$ cat src/rtl/lift_sched.sv
// ---------------------------------------------------------------------------
// lift_sched: SCAN elevator scheduler for FLOORS floors.
// Cabin and hall requests are latched per floor. The cabin keeps its travel
// direction while work remains ahead of it, and reverses only when nothing is
// pending in the current direction. Each floor takes MOVE_CYC cycles to
// travel. The door stays open for DOOR_CYC cycles. A press at the current
// floor while the door is open restarts the door timer.
//
// Ports:
//   clk          system clock, rising edge
//   rst_n        asynchronous active-low reset
//   car_req_i    cabin buttons, one bit per floor
//   hall_up_i    hall "up" buttons (top floor bit ignored)
//   hall_dn_i    hall "down" buttons (floor 0 bit ignored)
//   elev_f_o     current cabin floor
//   dir_o        00 none, 01 up, 10 down
//   door_open_o  door open
//   busy_o       controller not idle
//   pend_o       pending requests per floor (car | up | dn)
// ---------------------------------------------------------------------------
module lift_sched #(
  parameter int FLOORS   = 8,
  parameter int FLOOR_W  = 3,
  parameter int MOVE_CYC = 4,
  parameter int DOOR_CYC = 6
) (
  input  logic               clk,
  input  logic               rst_n,
  input  logic [FLOORS-1:0]  car_req_i,
  input  logic [FLOORS-1:0]  hall_up_i,
  input  logic [FLOORS-1:0]  hall_dn_i,
  output logic [FLOOR_W-1:0] elev_f_o,
  output logic [1:0]         dir_o,
  output logic               door_open_o,
  output logic               busy_o,
  output logic [FLOORS-1:0]  pend_o
);

  localparam int CNT_MAX = (MOVE_CYC > DOOR_CYC) ? MOVE_CYC : DOOR_CYC;
  localparam int CNT_W   = $clog2(CNT_MAX + 1);

  localparam logic [FLOORS-1:0]  ONE_HOT0 = {{(FLOORS-1){1'b0}}, 1'b1};
  localparam logic [FLOORS-1:0]  UP_MASK  = {1'b0, {(FLOORS-1){1'b1}}};
  localparam logic [FLOORS-1:0]  DN_MASK  = {{(FLOORS-1){1'b1}}, 1'b0};
  localparam logic [FLOOR_W-1:0] TOP_F    = FLOOR_W'(FLOORS - 1);
  localparam logic [CNT_W-1:0]   MOVE_END = CNT_W'(MOVE_CYC - 1);
  localparam logic [CNT_W-1:0]   DOOR_END = CNT_W'(DOOR_CYC - 1);

  typedef enum logic [1:0] {
    ST_IDLE = 2'b00,
    ST_MOVE = 2'b01,
    ST_DOOR = 2'b10
  } state_t;

  typedef enum logic [1:0] {
    DIR_NONE = 2'b00,
    DIR_UP   = 2'b01,
    DIR_DN   = 2'b10
  } dir_t;

  state_t               state_r;
  dir_t                 dir_r;
  logic [FLOOR_W-1:0]   cur_r;
  logic [CNT_W-1:0]     cnt_r;
  logic [FLOORS-1:0]    car_p_r;
  logic [FLOORS-1:0]    up_p_r;
  logic [FLOORS-1:0]    dn_p_r;
  logic                 door_open_r;
  logic                 busy_r;

  logic [FLOORS-1:0]    car_in_s;
  logic [FLOORS-1:0]    up_in_s;
  logic [FLOORS-1:0]    dn_in_s;
  logic [FLOORS-1:0]    pend_s;
  logic [FLOORS-1:0]    cur_oh_s;
  logic [FLOORS-1:0]    nxt_oh_s;
  logic [FLOOR_W-1:0]   nxt_f_s;
  logic                 above_s;
  logic                 below_s;
  logic                 here_s;
  logic                 beyond_s;
  logic                 stop_s;
  logic                 move_done_s;
  logic                 door_done_s;
  logic                 press_here_s;
  logic [FLOORS-1:0]    clr_car_s;
  logic [FLOORS-1:0]    clr_up_s;
  logic [FLOORS-1:0]    clr_dn_s;
  logic [FLOORS-1:0]    absorb_s;

  // Any pending bit strictly above floor f.
  function automatic logic any_above(input logic [FLOORS-1:0] p, input logic [FLOOR_W-1:0] f);
    logic r;
    r = 1'b0;
    for (int i = 0; i < FLOORS; i++) begin
      r = r | (p[i] & (i > int'(f)));
    end
    return r;
  endfunction

  // Any pending bit strictly below floor f.
  function automatic logic any_below(input logic [FLOORS-1:0] p, input logic [FLOOR_W-1:0] f);
    logic r;
    r = 1'b0;
    for (int i = 0; i < FLOORS; i++) begin
      r = r | (p[i] & (i < int'(f)));
    end
    return r;
  endfunction

  // Request summary, arrival floor and stop decision from registered state.
  always_comb begin
    car_in_s     = car_req_i;
    up_in_s      = hall_up_i & UP_MASK;
    dn_in_s      = hall_dn_i & DN_MASK;
    pend_s       = car_p_r | up_p_r | dn_p_r;
    cur_oh_s     = ONE_HOT0 << cur_r;
    above_s      = any_above(pend_s, cur_r);
    below_s      = any_below(pend_s, cur_r);
    here_s       = |(pend_s & cur_oh_s);
    move_done_s  = (cnt_r == MOVE_END);
    door_done_s  = (cnt_r == DOOR_END);
    press_here_s = |((car_in_s | up_in_s | dn_in_s) & cur_oh_s);

    // Floor arithmetic saturates at both ends of the shaft.
    if ((dir_r == DIR_UP) && (cur_r != TOP_F)) begin
      nxt_f_s = cur_r + FLOOR_W'(1);
    end else if ((dir_r == DIR_DN) && (cur_r != {FLOOR_W{1'b0}})) begin
      nxt_f_s = cur_r - FLOOR_W'(1);
    end else begin
      nxt_f_s = cur_r;
    end
    nxt_oh_s = ONE_HOT0 << nxt_f_s;

    if (dir_r == DIR_UP) begin
      beyond_s = any_above(pend_s, nxt_f_s);
      stop_s   = (|(car_p_r & nxt_oh_s)) | (|(up_p_r & nxt_oh_s)) | ~beyond_s;
    end else if (dir_r == DIR_DN) begin
      beyond_s = any_below(pend_s, nxt_f_s);
      stop_s   = (|(car_p_r & nxt_oh_s)) | (|(dn_p_r & nxt_oh_s)) | ~beyond_s;
    end else begin
      beyond_s = 1'b0;
      stop_s   = 1'b1;
    end
  end

  // Which pending bits are served this cycle, and which presses are absorbed.
  always_comb begin
    clr_car_s = {FLOORS{1'b0}};
    clr_up_s  = {FLOORS{1'b0}};
    clr_dn_s  = {FLOORS{1'b0}};
    absorb_s  = {FLOORS{1'b0}};
    case (state_r)
      ST_IDLE: begin
        if (here_s) begin
          clr_car_s = cur_oh_s;
          clr_up_s  = cur_oh_s;
          clr_dn_s  = cur_oh_s;
        end else begin
          clr_car_s = {FLOORS{1'b0}};
        end
      end
      ST_MOVE: begin
        if (move_done_s && stop_s) begin
          clr_car_s = nxt_oh_s;
          // Same-direction hall call is served; the opposite one only when
          // the cabin will turn around here anyway.
          if (dir_r == DIR_UP) begin
            clr_up_s = nxt_oh_s;
            clr_dn_s = beyond_s ? {FLOORS{1'b0}} : nxt_oh_s;
          end else if (dir_r == DIR_DN) begin
            clr_dn_s = nxt_oh_s;
            clr_up_s = beyond_s ? {FLOORS{1'b0}} : nxt_oh_s;
          end else begin
            clr_up_s = nxt_oh_s;
            clr_dn_s = nxt_oh_s;
          end
        end else begin
          clr_car_s = {FLOORS{1'b0}};
        end
      end
      ST_DOOR: begin
        absorb_s = cur_oh_s;
        // Directionless expiry re-applies the idle rules, including "here".
        if (door_done_s && !press_here_s && (dir_r == DIR_NONE) && here_s) begin
          clr_car_s = cur_oh_s;
          clr_up_s  = cur_oh_s;
          clr_dn_s  = cur_oh_s;
        end else begin
          clr_car_s = {FLOORS{1'b0}};
        end
      end
      default: begin
        absorb_s = {FLOORS{1'b0}};
      end
    endcase
  end

  // Scheduler FSM, counters, pending registers and registered outputs.
  always_ff @(posedge clk or negedge rst_n) begin
    if (!rst_n) begin
      state_r     <= ST_IDLE;
      dir_r       <= DIR_NONE;
      cur_r       <= {FLOOR_W{1'b0}};
      cnt_r       <= {CNT_W{1'b0}};
      car_p_r     <= {FLOORS{1'b0}};
      up_p_r      <= {FLOORS{1'b0}};
      dn_p_r      <= {FLOORS{1'b0}};
      door_open_r <= 1'b0;
      busy_r      <= 1'b0;
    end else begin
      car_p_r <= (car_p_r | (car_in_s & ~absorb_s)) & ~clr_car_s;
      up_p_r  <= (up_p_r  | (up_in_s  & ~absorb_s)) & ~clr_up_s;
      dn_p_r  <= (dn_p_r  | (dn_in_s  & ~absorb_s)) & ~clr_dn_s;

      case (state_r)
        ST_IDLE: begin
          cnt_r <= {CNT_W{1'b0}};
          if (here_s) begin
            state_r     <= ST_DOOR;
            dir_r       <= DIR_NONE;
            door_open_r <= 1'b1;
            busy_r      <= 1'b1;
          end else if (above_s) begin
            state_r <= ST_MOVE;
            dir_r   <= DIR_UP;
            busy_r  <= 1'b1;
          end else if (below_s) begin
            state_r <= ST_MOVE;
            dir_r   <= DIR_DN;
            busy_r  <= 1'b1;
          end else begin
            dir_r  <= DIR_NONE;
            busy_r <= 1'b0;
          end
        end

        ST_MOVE: begin
          if (move_done_s) begin
            cur_r <= nxt_f_s;
            cnt_r <= {CNT_W{1'b0}};
            if (stop_s) begin
              state_r     <= ST_DOOR;
              door_open_r <= 1'b1;
            end else begin
              state_r <= ST_MOVE;
            end
          end else begin
            cnt_r <= cnt_r + CNT_W'(1);
          end
        end

        ST_DOOR: begin
          if (press_here_s) begin
            cnt_r <= {CNT_W{1'b0}};
          end else if (door_done_s) begin
            cnt_r <= {CNT_W{1'b0}};
            if ((dir_r == DIR_UP) && above_s) begin
              state_r     <= ST_MOVE;
              door_open_r <= 1'b0;
            end else if ((dir_r == DIR_DN) && below_s) begin
              state_r     <= ST_MOVE;
              door_open_r <= 1'b0;
            end else if ((dir_r == DIR_UP) && below_s) begin
              state_r     <= ST_MOVE;
              dir_r       <= DIR_DN;
              door_open_r <= 1'b0;
            end else if ((dir_r == DIR_DN) && above_s) begin
              state_r     <= ST_MOVE;
              dir_r       <= DIR_UP;
              door_open_r <= 1'b0;
            end else if ((dir_r == DIR_NONE) && here_s) begin
              state_r <= ST_DOOR;
            end else if ((dir_r == DIR_NONE) && above_s) begin
              state_r     <= ST_MOVE;
              dir_r       <= DIR_UP;
              door_open_r <= 1'b0;
            end else if ((dir_r == DIR_NONE) && below_s) begin
              state_r     <= ST_MOVE;
              dir_r       <= DIR_DN;
              door_open_r <= 1'b0;
            end else begin
              state_r     <= ST_IDLE;
              dir_r       <= DIR_NONE;
              door_open_r <= 1'b0;
              busy_r      <= 1'b0;
            end
          end else begin
            cnt_r <= cnt_r + CNT_W'(1);
          end
        end

        default: begin
          state_r     <= ST_IDLE;
          dir_r       <= DIR_NONE;
          cnt_r       <= {CNT_W{1'b0}};
          door_open_r <= 1'b0;
          busy_r      <= 1'b0;
        end
      endcase
    end
  end

  assign elev_f_o    = cur_r;
  assign dir_o       = dir_r;
  assign door_open_o = door_open_r;
  assign busy_o      = busy_r;
  assign pend_o      = car_p_r | up_p_r | dn_p_r;

endmodule
$ cat config.mk
export PLATFORM = sky130hd
export DESIGN_NAME = lift_sched
export DESIGN_NICKNAME = d
export VERILOG_FILES = /design/src/rtl/lift_sched.sv
export SDC_FILE = /design/constraint.sdc
export NUM_CORES = 1
export LEC_CHECK = 0
export ABC_AREA = 1
export CORE_ASPECT_RATIO = 0.8
export CORE_MARGIN = 1
export CORE_UTILIZATION = 25
export DETAILED_ROUTE_END_ITERATION = 16
export PLACE_DENSITY = 0.43
export SLEW_MARGIN = 10
export SYNTH_ARGS = -nofsm -noshare
export SYNTH_HDL_FRONTEND = slang
export SYNTH_SLANG_ARGS = --single-unit
$ cat constraint.sdc
create_clock -name clk -period 2.5 [get_ports clk]
set_input_delay 0.375 -clock clk [delete_from_list [all_inputs] [get_ports clk]]
set_output_delay 0.375 -clock clk [all_outputs]
set_load 0.005 [all_outputs]
Yosys cells after proc, flatten, opt, wreduce, memory -nomap -nowiden
Cells that the tools add are included.
{"block": "word_totals", "in_bits": 26, "reg_bits": 36, "wordCells": 247, "output_inout_bits": 15}
{"block": "op_classes", "n_reduce_logical": 27, "order_cmp": 28, "n_eq_ne": 22, "n_shift": 2, "muxes": 75, "bitwise_logic": 81, "add_sub_neg": 3}
{"op": "AND 8 bit", "n": 10}
{"op": "two-way mux 8 bit", "n": 10}
{"op": "case mux 8 bit (3 select lines)", "n": 3}
{"op": "two-way mux 2 bit", "n": 24}
{"op": "bitwise OR 8 bit", "n": 6}
{"op": "OR reduction 8 bit", "n": 5}
{"op": "inverter 8 bit", "n": 4}
{"op": "AND 1 bit", "n": 28}
{"op": "two-way mux 1 bit", "n": 28}
{"op": "bitwise OR 1 bit", "n": 28}
{"op": "> comparator 3 bit (first input constant)", "n": 8}
{"op": "!= test 2 bit (second input constant)", "n": 12}
{"op": "less-than comparator 3 bit (first input constant)", "n": 6}
{"op": "<< shifter 1 x 3 -> 8 bit (first input constant)", "n": 2}
{"op": "two-way mux 3 bit", "n": 5}
{"op": "logical AND 1 bit", "n": 13}
{"op": "> comparator 2 x 3 -> 1 bit (first input constant)", "n": 4}
{"op": "less-than comparator 1 x 3 -> 1 bit (first input constant)", "n": 4}
{"op": "less-than comparator 2 x 3 -> 1 bit (first input constant)", "n": 4}
{"op": "case mux 2 bit (3 select lines)", "n": 2}
{"op": "AND reduction 6 bit", "n": 2}
{"op": "AND reduction 10 bit", "n": 1}
{"op": "AND 7 x 8 -> 8 bit", "n": 1}
{"op": "!= test 4 bit (second input constant)", "n": 2}
{"op": "other kinds (18)", "n": 26}

Depth between registers and ports, before layout
Gate-level depths: netlist of run 1.
{"block": "depth", "ltp_word": 21, "depth_mapped": 21, "mapped_depth_nobuf": 21}

Worst setup path before layout of run 1
OpenSTA, ideal clock, no wires.
{"block": "synth_timing", "path_type": "reg-to-reg", "startpoint": "register cur_r[1], in the netlist elev_f_o[1]", "endpoint": "register dn_p_r[3]", "setup_ps": 113, "required_ps": 2387, "path_slack_ps": 81, "path_stages_with_launch": 17, "period_less_slack_ps": 2419, "arrival_ps": 2306, "n_path_buf": 0, "cell_sequence": "dfrtp_1 > ha_1 > nand2_1 > nand3_2 > or2_1 > nand2_2 > nand3_1 > nand2_1 > nand2_1 > nor2_1 > a21oi_4 > nand2_4 > nand4_1 > nand2_1 > nand3_1 > nand2_1 > inv_1"}
{"block": "synth_between", "elab_chain_len": 21, "elab_cells_between_ends": 87, "cone_classes": "add/sub: 2; order compare: 14; eq/ne: 1; shift: 2; mux: 13; bitwise: 42; reduce/logical: 13"}
{"item": "from (decl)", "line": "63", "rtl": "logic [FLOOR_W-1:0] cur_r;"}
{"item": "from (signal assigned)", "line": "204", "rtl": "cur_r <= {FLOOR_W{1'b0}};"}
{"item": "from (signal assigned)", "line": "240", "rtl": "cur_r <= nxt_f_s;"}
{"item": "parallel branches: the longest is 20 deep, another holds subtractor 3 x 1 -> 3 bit"}
{"item": "AND 8 bit (*)", "line": "214", "rtl": "dn_p_r <= (dn_p_r | (dn_in_s & ~absorb_s)) & ~clr_dn_s;"}
{"item": "to (signal assigned)", "line": "208", "rtl": "dn_p_r <= {FLOORS{1'b0}};"}
{"item": "to (signal assigned)", "line": "214"}
{"item": "to (decl)", "line": "67", "rtl": "logic [FLOORS-1:0] dn_p_r;"}
Mark *: on every way between the ends.
A chain may end at the register's enable or synchronous reset.

Worst setup path after layout of run 1
{"block": "layout_timing", "startpoint": "register cur_r[0], in the netlist elev_f_o[0]", "endpoint": "register state_r[1]"}
{"block": "layout_between", "elab_chain_len": 19, "elab_cells_between_ends": 128, "cone_classes": "add/sub: 2; order compare: 28; eq/ne: 3; shift: 2; mux: 16; bitwise: 63; reduce/logical: 14"}
{"item": "parallel branches: the longest is 19 deep, another holds subtractor 3 x 1 -> 3 bit"}
{"item": "to (signal assigned)", "line": "220", "rtl": "state_r <= ST_DOOR;"}
{"item": "to (signal assigned)", "line": "243", "rtl": "state_r <= ST_DOOR;"}
{"item": "to (signal assigned)", "line": "246", "rtl": "state_r <= ST_MOVE;"}
{"item": "to (decl)", "line": "61", "rtl": "state_t state_r;"}
Several ways; the timed one is not identified. The select of a mux whose other input is x is not followed.

==> PnR_summary.wiki, run 1 <==
{| class="wikitable"
! Metric !! Value
|-
| Worst slack at placement || -0.312 ns
|-
| Clock slew at the register clock pins of the worst setup and hold paths || about 0.060 ns
|-
| Number of design-rule violations left by the first detailed-router iteration || about 200
|-
| Average vias per placed instance || about 4.6
|-
| H-Tree Depth || 2
|-
| Detailed-route DRC error count || 0
|-
| Antenna fix cells || 0
|-
| Top Ports || just over 40
|-
| Period utilization || 105%
|-
| # Max-Cap Violations || 0
|-
| Highest net fanout along the worst path || 7
|-
| Post-synth EDFFs || 0
|-
| Buf/Inv on CP || 5
|-
| DRT Pass-1 Iters || 4
|-
| Inserted Clock Buffers || 5
|-
| Post-Syn Instances || 498
|-
| RSZ-0062 raised after global routing || yes
|-
| Layout cells sized above 1 || about a third
|-
| Total via count in the routed design || 3747
|-
| Top_reg_cell synth || sky130_fd_sc_hd__dfrtp_1
|-
| Overall fraction of global-route tracks in use || 19.2%
|-
| Proportion of synthesized chip area in sequential cells || 28.6%
|-
| Post-synthesis instance area || 3150 um2
|-
| CTS Hold Bufs || 0
|-
| Insertion delay to the later sink of the worst-skew pair || a little under 0.3 ns
|-
| Endpoint arrival time on the critical path || 2.81 ns
|-
| Total power draw || between 3 and 4 mW
|-
| Length in cells of the worst reg-to-reg path || 21
|-
| Routed length per placed instance || between 10 and 15 um
|-
| Minimum hold slack || about 0.22 ns
|-
| Clock Sink Count || 36
|-
| Post-DP HPWL || 8.95 mm
|-
| Final-report hold violation count || 0
|-
| Share of Yosys cell area claimed by the top area cell type || 28.6%
|-
| Final setup TNS || -2.14 ns
|-
| Initial standard-cell utilization of the core || around 26%
|-
| Number of core rows || 36
|-
| Remaining Overflow, GRT || 0
|-
| Wire length of the first global-routing pass || ~19 mm
|-
| Outcome || complete, but fails checks
|-
| Port-buffer cells || 38
|-
| CTS max path bufs || 2
|-
| Post-route ant nets || 0
|-
| Required @ worst endpoint || around 2.7 ns
|-
| Number of warnings reported in the yosys synthesis log || 0
|-
| Post-Route WL || approximately 12 mm
|-
| Post-synthesis sequential element count || 36
|-
| Largest cells by area after synthesis || sky130_fd_sc_hd__dfrtp_1 (29%), sky130_fd_sc_hd__nand2_1 (17%), sky130_fd_sc_hd__inv_1 (7.9%)
|-
| Synth async-reset ratio || 100%
|-
| Vias in the first global route || approximately 3600
|-
| Class of the tightest hold or removal check || in2async
|-
| Final critical delay including setup and external delays || about 2.6 ns
|-
| Maximum VDD drop || ~280 uV
|-
| Violated checks || negative setup slack
|-
| Chip height || between 100 and 150 um
|-
| Final worst slack || -0.135 ns
|-
| CP Class || reg2reg
|-
| Cell with the largest stage delay on the worst path || sky130_fd_sc_hd__dfrtp_2
|-
| Number of antenna violations at the first check in global routing || 0
|-
| Number of nets in the layout || roughly 680
|-
| Placeable core region || about 12000 um2
|-
| Area Growth Syn to Fin || 61.6%
|-
| DIE AREA || around 13000 um2
|-
| TritonCTS clock tree || built
|-
| Cell at the root of the clock tree || sky130_fd_sc_hd__clkbuf_16
|-
| Maximum clock frequency || between 0.3 and 0.4 GHz
|-
| Pins over their slew limit || 0
|-
| Mean Syn Cell Area || 6.32 um2
|-
| Library cells used by synthesis || 40
|-
| Leakage dissipation || approximately 2.5 nW
|-
| Largest net degree at the start of global routing || 37
|-
| Finished Core Util || 41.7%
|-
| Relative slew slack || a little over a quarter
|-
| Final weighted congestion in routability-driven placement || ~0.88
|-
| Net count of the mapped netlist || roughly 540
|-
| Worst Setup Start Kind || flop
|-
| Critical path, cell by cell || inv_2, ha_4, buf_4, inv_2, nor2_4, nor2_1, nand2_1, nand3_2, nand2_2, buf_6, buf_4, nand3_1, nand2_1, nor2_2, nand2_2, nor2_4, nand3_4, nand2_4, nor2_2, o21ai_1, o21ai_1
|-
| Critical path's top delay family || simple AND/OR/NAND/NOR gates
|-
| Crit path capture type || flop
|-
| Chip Width || 127 um
|-
| Tightest Pin Transition || about 1.1 ns
|-
| Endpoints failing setup || 28
|-
| Total power density per cell area || between 700 and 800 nW/um2
|-
| Cell accounting for the most synthesized area || sky130_fd_sc_hd__dfrtp_1
|-
| Highest cell delay on the worst timing path || about 0.44 ns
|-
| Worst path depth || 21
|-
| Worst clock skew on the final layout || between 0.004 and 0.005 ns
|}
## per-stage QoR
stage,cell area (um2),std cells
finish,5090,807
global route,5090,807
CTS,4800,798
detailed placement,4300,779
global placement,4300,779
floorplan,3150,498
## Yosys cell counts (6+ instances only)
library cell              number
sky130_fd_sc_hd__nand2_1     146
sky130_fd_sc_hd__o21ai_0      16
sky130_fd_sc_hd__inv_2         6
sky130_fd_sc_hd__inv_1        66
sky130_fd_sc_hd__a21oi_1      28
sky130_fd_sc_hd__ha_1         15
sky130_fd_sc_hd__dfrtp_1      36
sky130_fd_sc_hd__nor2_1       57
sky130_fd_sc_hd__a21o_1        6
sky130_fd_sc_hd__nand3_1      46
sky130_fd_sc_hd__nand4_1      18
## final timing paths
path / slack, ns / end / from
min: 0.22 / dir_o[0]$_DFFE_PN0P_ / rst_n
max reg2reg: -0.13 / state_r[1]$_DFFE_PN0P_ / elev_f_o[0]$_DFFE_PN0P_
min reg2reg: 0.48 / busy_o$_DFFE_PN0P_ / busy_o$_DFFE_PN0P_
max in group asynchronous: 1.66 / elev_f_o[0]$_DFFE_PN0P_ / rst_n
min in group clk: 0.48 / busy_o$_DFFE_PN0P_ / busy_o$_DFFE_PN0P_
max: -0.13 / state_r[1]$_DFFE_PN0P_ / elev_f_o[0]$_DFFE_PN0P_
## worst register-to-register path: stages, from the launching register on
cell,delay [ns]
sky130_fd_sc_hd__dfrtp_2,0.44
sky130_fd_sc_hd__inv_2,0.08
sky130_fd_sc_hd__ha_4,0.18
sky130_fd_sc_hd__buf_4,0.13
sky130_fd_sc_hd__inv_2,0.06
sky130_fd_sc_hd__nor2_4,0.04
sky130_fd_sc_hd__nor2_1,0.08
sky130_fd_sc_hd__nand2_1,0.06
sky130_fd_sc_hd__nand3_2,0.06
sky130_fd_sc_hd__nand2_2,0.09
sky130_fd_sc_hd__buf_6,0.15
sky130_fd_sc_hd__buf_4,0.13
sky130_fd_sc_hd__nand3_1,0.08
sky130_fd_sc_hd__nand2_1,0.07
sky130_fd_sc_hd__nor2_2,0.14
sky130_fd_sc_hd__nand2_2,0.08
sky130_fd_sc_hd__nor2_4,0.14
sky130_fd_sc_hd__nand3_4,0.14
sky130_fd_sc_hd__nand2_4,0.12
sky130_fd_sc_hd__nor2_2,0.04
sky130_fd_sc_hd__o21ai_1,0.14
sky130_fd_sc_hd__o21ai_1,0.08
## routing by layer
layer	part of all wire (%)	up-vias	GRT usage, %
met2	44	78	31.0
met4	1.3	0	4.30
met1	50	1757	26.9
met5	0	-	0
met3	5.4	14	2.93
li1	-	1898	-
## cell families after synthesis
group	after synthesis	synth area share, %
buffers and inverters	82	10.7
adder cells (fa/ha/maj)	15	5.96
flip-flops	36	28.6
AO/OA/AOI/OAI	73	14.0
XOR/XNOR	1	0.278
AND/OR/NAND/NOR	291	40.5
## power breakdown
| part | switching, mW | leakage (nW) | internal, mW |
|---|---|---|---|
| Combinational | 1.25 | 2.02 | 0.915 |
| Clock | 0.260 | 0.0808 | 0.469 |
| Sequential | 0.0573 | 0.382 | 0.647 |
| Total | 1.56 | 2.49 | 2.03 |
## flip-flops by register name, summed over array words and instances (netlist names)
register,count
car_p_r,8
dir_o,2
elev_f_o,3
busy_o,1
door_open_o,1
state_r,2
up_p_r,8
cnt_r,3
dn_p_r,8
## layout by cell type, fill, tap and decap left out, types with 11 or more instances in the layout
cell type,count
sky130_fd_sc_hd__buf_4,83
sky130_fd_sc_hd__nand3_1,28
sky130_fd_sc_hd__o21ai_0,11
sky130_fd_sc_hd__a21oi_1,20
sky130_fd_sc_hd__nand4_1,18
sky130_fd_sc_hd__dfrtp_1,34
sky130_fd_sc_hd__clkdlybuf4s50_1,37
sky130_fd_sc_hd__inv_1,58
sky130_fd_sc_hd__nand2_1,121
sky130_fd_sc_hd__nor2_1,44
sky130_fd_sc_hd__buf_6,14
sky130_fd_sc_hd__inv_2,12
sky130_fd_sc_hd__nand3_2,18
sky130_fd_sc_hd__nand2_2,25
## final cells by class
| class | count | area [um2] |
|---|---|---|
| Clock buffer | 6 | 129 |
| Clock inverter | 2 | 35.0 |
| Fill cell | 1287 | 7120 |
| Inverter | 73 | 279 |
| Multi-Input combinational cell | 382 | 2330 |
| Sequential cell | 36 | 903 |
| Tap cell | 171 | 214 |
| Timing Repair Buffer | 137 | 1200 |
## timing repair
item,in CTS,in global routing
buffers inserted,9,9
setup endpoints to repair,30,30
pin swaps,27,48
gates cloned,2,0
gates resized for setup,69,59
Power figures use the tool's default switching activity.
==> run 2, diff against run 1 <==
--- a/config.mk
+++ b/config.mk
@@ -5,11 +5,11 @@
 export SDC_FILE = /design/constraint.sdc
 export NUM_CORES = 1
 export LEC_CHECK = 0
-export ABC_AREA = 1
 export CORE_ASPECT_RATIO = 0.8
-export CORE_MARGIN = 1
+export CORE_MARGIN = 5
 export CORE_UTILIZATION = 25
 export DETAILED_ROUTE_END_ITERATION = 16
+export HOLD_SLACK_MARGIN = 0.12
 export PLACE_DENSITY = 0.43
 export SLEW_MARGIN = 10
 export SYNTH_ARGS = -nofsm -noshare
==> run 2 against run 1 <==
First-iteration DRC count up 68%. The flow still finishes with violations (negative setup slack). Cell count is 12% lower. Cell area rose by 11%. Critical endpoint is now car_p_r[4]$_DFF_PN0_. Largest power group unchanged.
==> PnR_summary.wiki, run 2 <==
{| class="wikitable"
! Metric !! Value
|-
| Antenna fix cells || 0 (unchanged)
|-
| Leakage dissipation || 2.35 nW (-5.5%)
|-
| Final critical delay including setup and external delays || 2.94 ns (+0.305 ns)
|-
| Crit path capture type || flop
|-
| Class of the tightest hold or removal check || in2async
|-
| Chip Width || 134 um (+5.3%)
|-
| Synth async-reset ratio || 100% (unchanged)
|-
| Number of core rows || 36 (unchanged)
|-
| Number of warnings reported in the yosys synthesis log || 0 (unchanged)
|-
| Cell Count, Final, Fillers Out || 714 (-12%)
|-
| Filler cell count || 1145 (-11%)
|-
| Outcome || complete, but fails checks
|-
| DIE AREA || 14700 um2 (+12%)
|-
| Highest net fanout along the worst path || 9 (+2)
|-
| Post-Synth Simple-Gate Area || 20.0% (-21 points)
|-
| Insertion delay to the later sink of the worst-skew pair || 0.29 ns (about the same)
|-
| Top_reg_cell synth || sky130_fd_sc_hd__dfrtp_1
|-
| CTS max path bufs || 2 (unchanged)
|-
| Post-synthesis sequential element count || 36 (unchanged)
|-
| Post-Synth Adder-Cell Area || 6.08% (+0.12 points)
|-
| Post-Route WL || 14.5 mm (+21%)
|-
| Largest registers ranked by flip-flop count || car_p_r (8), dn_p_r (8), up_p_r (8)
|-
| Remaining Overflow, GRT || 0 (unchanged)
|-
| Post-synthesis instance area || 3090 um2 (-2.0%)
|-
| Initial standard-cell utilization of the core || 25.5% (-0.32 points)
|-
| Routed length per placed instance || 20.3 um (+36%)
|-
| DP Cell Count || 675 (-13%)
|-
| Violated checks || negative setup slack
|-
| Pins over their slew limit || 0 (unchanged)
|-
| Total via count in the routed design || 3884 (+3.7%)
|-
| Cell at the root of the clock tree || sky130_fd_sc_hd__clkbuf_16
|-
| Post-synth EDFFs || 0 (unchanged)
|-
| Most instantiated cells after synthesis || sky130_fd_sc_hd__a21oi_1 (36), sky130_fd_sc_hd__dfrtp_1 (36), sky130_fd_sc_hd__o21ai_0 (28)
|-
| Post-route ant nets || 0 (unchanged)
|-
| Cell accounting for the most synthesized area || sky130_fd_sc_hd__dfrtp_1
|-
| RSZ-0062 raised after global routing || yes
|-
| H-Tree Depth || 2 (unchanged)
|-
| Total power density per cell area || 782 nW/um2 (+11%)
|-
| Maximum clock frequency || 0.340 GHz (-10%)
|-
| Most used cells in the layout excluding fill and tap cells || sky130_fd_sc_hd__buf_4 (138), sky130_fd_sc_hd__clkdlybuf4s50_1 (37), sky130_fd_sc_hd__dfrtp_1 (34)
|-
| TritonCTS clock tree || built
|-
| Worst Setup Start Kind || flop
|-
| Total area of multi-input combinational cells || 2630 um2 (+13%)
|-
| Worst clock skew on the final layout || 0.00556 ns (+0.000849 ns)
|-
| Vias in the first global route || 3821 (+5.6%)
|-
| Tightest Pin Transition || 0.915 ns (-0.174 ns)
|-
| Largest net degree at the start of global routing || 37 (unchanged)
|-
| Port-buffer cells || 38 (unchanged)
|-
| Placeable core region || 12100 um2 (-0.74%)
|-
| Share of Yosys cell area claimed by the top area cell type || 29.2% (+0.58 points)
|-
| # Max-Cap Violations || 0 (unchanged)
|-
| Total power draw || 4.43 mW (+23%)
|-
| Chip height || 109 um (+6.8%)
|-
| Register Area || 903 um2 (unchanged)
|-
| Final worst slack || -0.439 ns (-0.305 ns)
|-
| Most common cell after layout, fill and taps aside || sky130_fd_sc_hd__buf_4
|-
| Proportion of synthesized chip area in sequential cells || 29.2% (+0.58 points)
|-
| Clock Sink Count || 36 (unchanged)
|-
| Number of design-rule violations left by the first detailed-router iteration || 345 (+68%)
|-
| Required @ worst endpoint || 2.71 ns (+0.04 ns)
|-
| Clock slew at the register clock pins of the worst setup and hold paths || 0.06 ns (about the same)
|-
| Post-Syn Instances || 373 (-25%)
|-
| DRT Pass-1 Iters || 5 (+1)
|-
| Net count of the mapped netlist || 414 (-23%)
|-
| Inserted Clock Buffers || 5 (unchanged)
|-
| Placement-stage cell area || 4710 um2 (+9.6%)
|-
| Relative slew slack || 39.0% (+12 points)
|-
| Overall fraction of global-route tracks in use || 19.5% (+0.32 points)
|-
| Maximum VDD drop || 252 uV (-9.5%)
|-
| Post-route design area || 5660 um2 (+11%)
|-
| Xor/xnor share of the synthesized area || 0.852% (+0.57 points)
|-
| Post-DP HPWL || 10.3 mm (+15%)
|-
| Area fraction in compound gates after synthesis || 36.1% (+22 points)
|-
| Endpoint arrival time on the critical path || 3.15 ns (+0.34 ns)
|-
| Multiplexer share of the synthesized area || 1.34% (+1.3 points)
|-
| Detailed-route DRC error count || 0 (unchanged)
|-
| Top Ports || 41 (unchanged)
|-
| Library cells used by synthesis || 72 (+80%)
|-
| Average vias per placed instance || 5.44 (+17%)
|-
| Number of antenna violations at the first check in global routing || 0 (unchanged)
|-
| Dominant combinational cell family by area after synthesis || compound AO/OA/AOI/OAI gates
|-
| Layout cells sized above 1 || 48.9% (+15 points)
|-
| Number of nets in the layout || 602 (-11%)
|-
| Wire length of the first global-routing pass || 22.0 mm (+16%)
|-
| CP Class || reg2reg
|-
| Endpoints failing setup || 30 (+7.1%)
|-
| Mean Syn Cell Area || 8.27 um2 (+31%)
|-
| Final weighted congestion in routability-driven placement || 0.911 (+3.4%)
|-
| Period utilization || 118% (+12 points)
|-
| Final-report hold violation count || 0 (unchanged)
|-
| Largest cells by area after synthesis || sky130_fd_sc_hd__dfrtp_1 (29%), sky130_fd_sc_hd__ha_1 (6.1%), sky130_fd_sc_hd__a21oi_1 (5.8%)
|-
| Area Growth Syn to Fin || 83.5%
|}
run 2: final timing paths:
check	startpoint	to	slack, ns	cells past startpoint
setup / recovery	elev_f_o[1]$_DFFE_PN0P_	car_p_r[4]$_DFF_PN0_	-0.44	14
hold / removal	rst_n	car_p_r[6]$_DFF_PN0_	0.20	1
setup reg to reg	elev_f_o[1]$_DFFE_PN0P_	car_p_r[4]$_DFF_PN0_	-0.44	14
hold reg to reg	busy_o$_DFFE_PN0P_	busy_o$_DFFE_PN0P_	0.53	2
max in group asynchronous	rst_n	elev_f_o[1]$_DFFE_PN0P_	1.68	1
min in group clk	busy_o$_DFFE_PN0P_	busy_o$_DFFE_PN0P_	0.53	2
run 2: critical path: stages, from the launching register on:
cell                        delay [ns]
sky130_fd_sc_hd__dfrtp_2          0.45
sky130_fd_sc_hd__inv_4            0.10
sky130_fd_sc_hd__ha_4             0.13
sky130_fd_sc_hd__nand2_2          0.05
sky130_fd_sc_hd__or4_4            0.61
sky130_fd_sc_hd__and3_4           0.23
sky130_fd_sc_hd__buf_6            0.14
sky130_fd_sc_hd__o211ai_1         0.09
sky130_fd_sc_hd__o211ai_1         0.13
sky130_fd_sc_hd__o2bb2ai_2        0.14
sky130_fd_sc_hd__o21ai_2          0.21
sky130_fd_sc_hd__a21boi_4         0.11
sky130_fd_sc_hd__buf_12           0.16
sky130_fd_sc_hd__buf_4            0.13
sky130_fd_sc_hd__a211oi_2         0.17
run 2: final cells by class:
class	instances	area share [%]
repair buffers	196	29.8
inverters	26	1.81
flip-flops and latches	36	16.0
clock inverters	1	0.133
well taps	152	3.36
multi-input cells	296	46.5
clock buffers	7	2.52
run 2: power breakdown:
part | switching [mW] | total (mW) | internal [mW]
Combinational | 1.52 | 3.02 | 1.50
Sequential | 0.0684 | 0.730 | 0.661
Clock | 0.278 | 0.676 | 0.398
run 2: kinds of logic (layout without fill, tap and decap cells):
kind of cell    Yosys count  after routing
flops                    36             36
simple gates            114            116
fa+ha+maj                15             15
xor+xnor                  3              3
mux                       4              4
compound gates          158            158
buf+inv                  43            230
run 2: timing repair:
action,4_1_cts,5_1_grt
hold buffers,0,0
endpoints found under the setup margin,31,31
setup buffers,24,7
pin swaps,29,19
cloned,2,1
gates resized for setup,79,32
endpoints found under the hold margin,0,0
run 2: stage by stage:
stage          hold slack [ns]  utilization [%]  setup TNS, ns  setup WS, ns
6_report                 0.203             46.7          -9.63        -0.439
2_1_floorplan           0.0794                -          -8.81        -0.408
3_3_place_gp             0.517             38.8         -14.14        -0.589
3_5_place_dp             0.525             38.8         -13.68        -0.561
5_1_grt                  0.309             46.7         -12.61        -0.530
4_1_cts                  0.267             44.8          -8.47        -0.414
run 2: routing by layer:
| layer | track usage, % | wire, um | vias to the layer above |
|---|---|---|---|
| li1 | - | - | 1807 |
| met4 | 4.80 | 198 | 0 |
| met3 | 3.93 | 809 | 23 |
| met1 | 28.7 | 7020 | 1922 |
| met5 | 0 | 0 | - |
| met2 | 29.2 | 6480 | 132 |
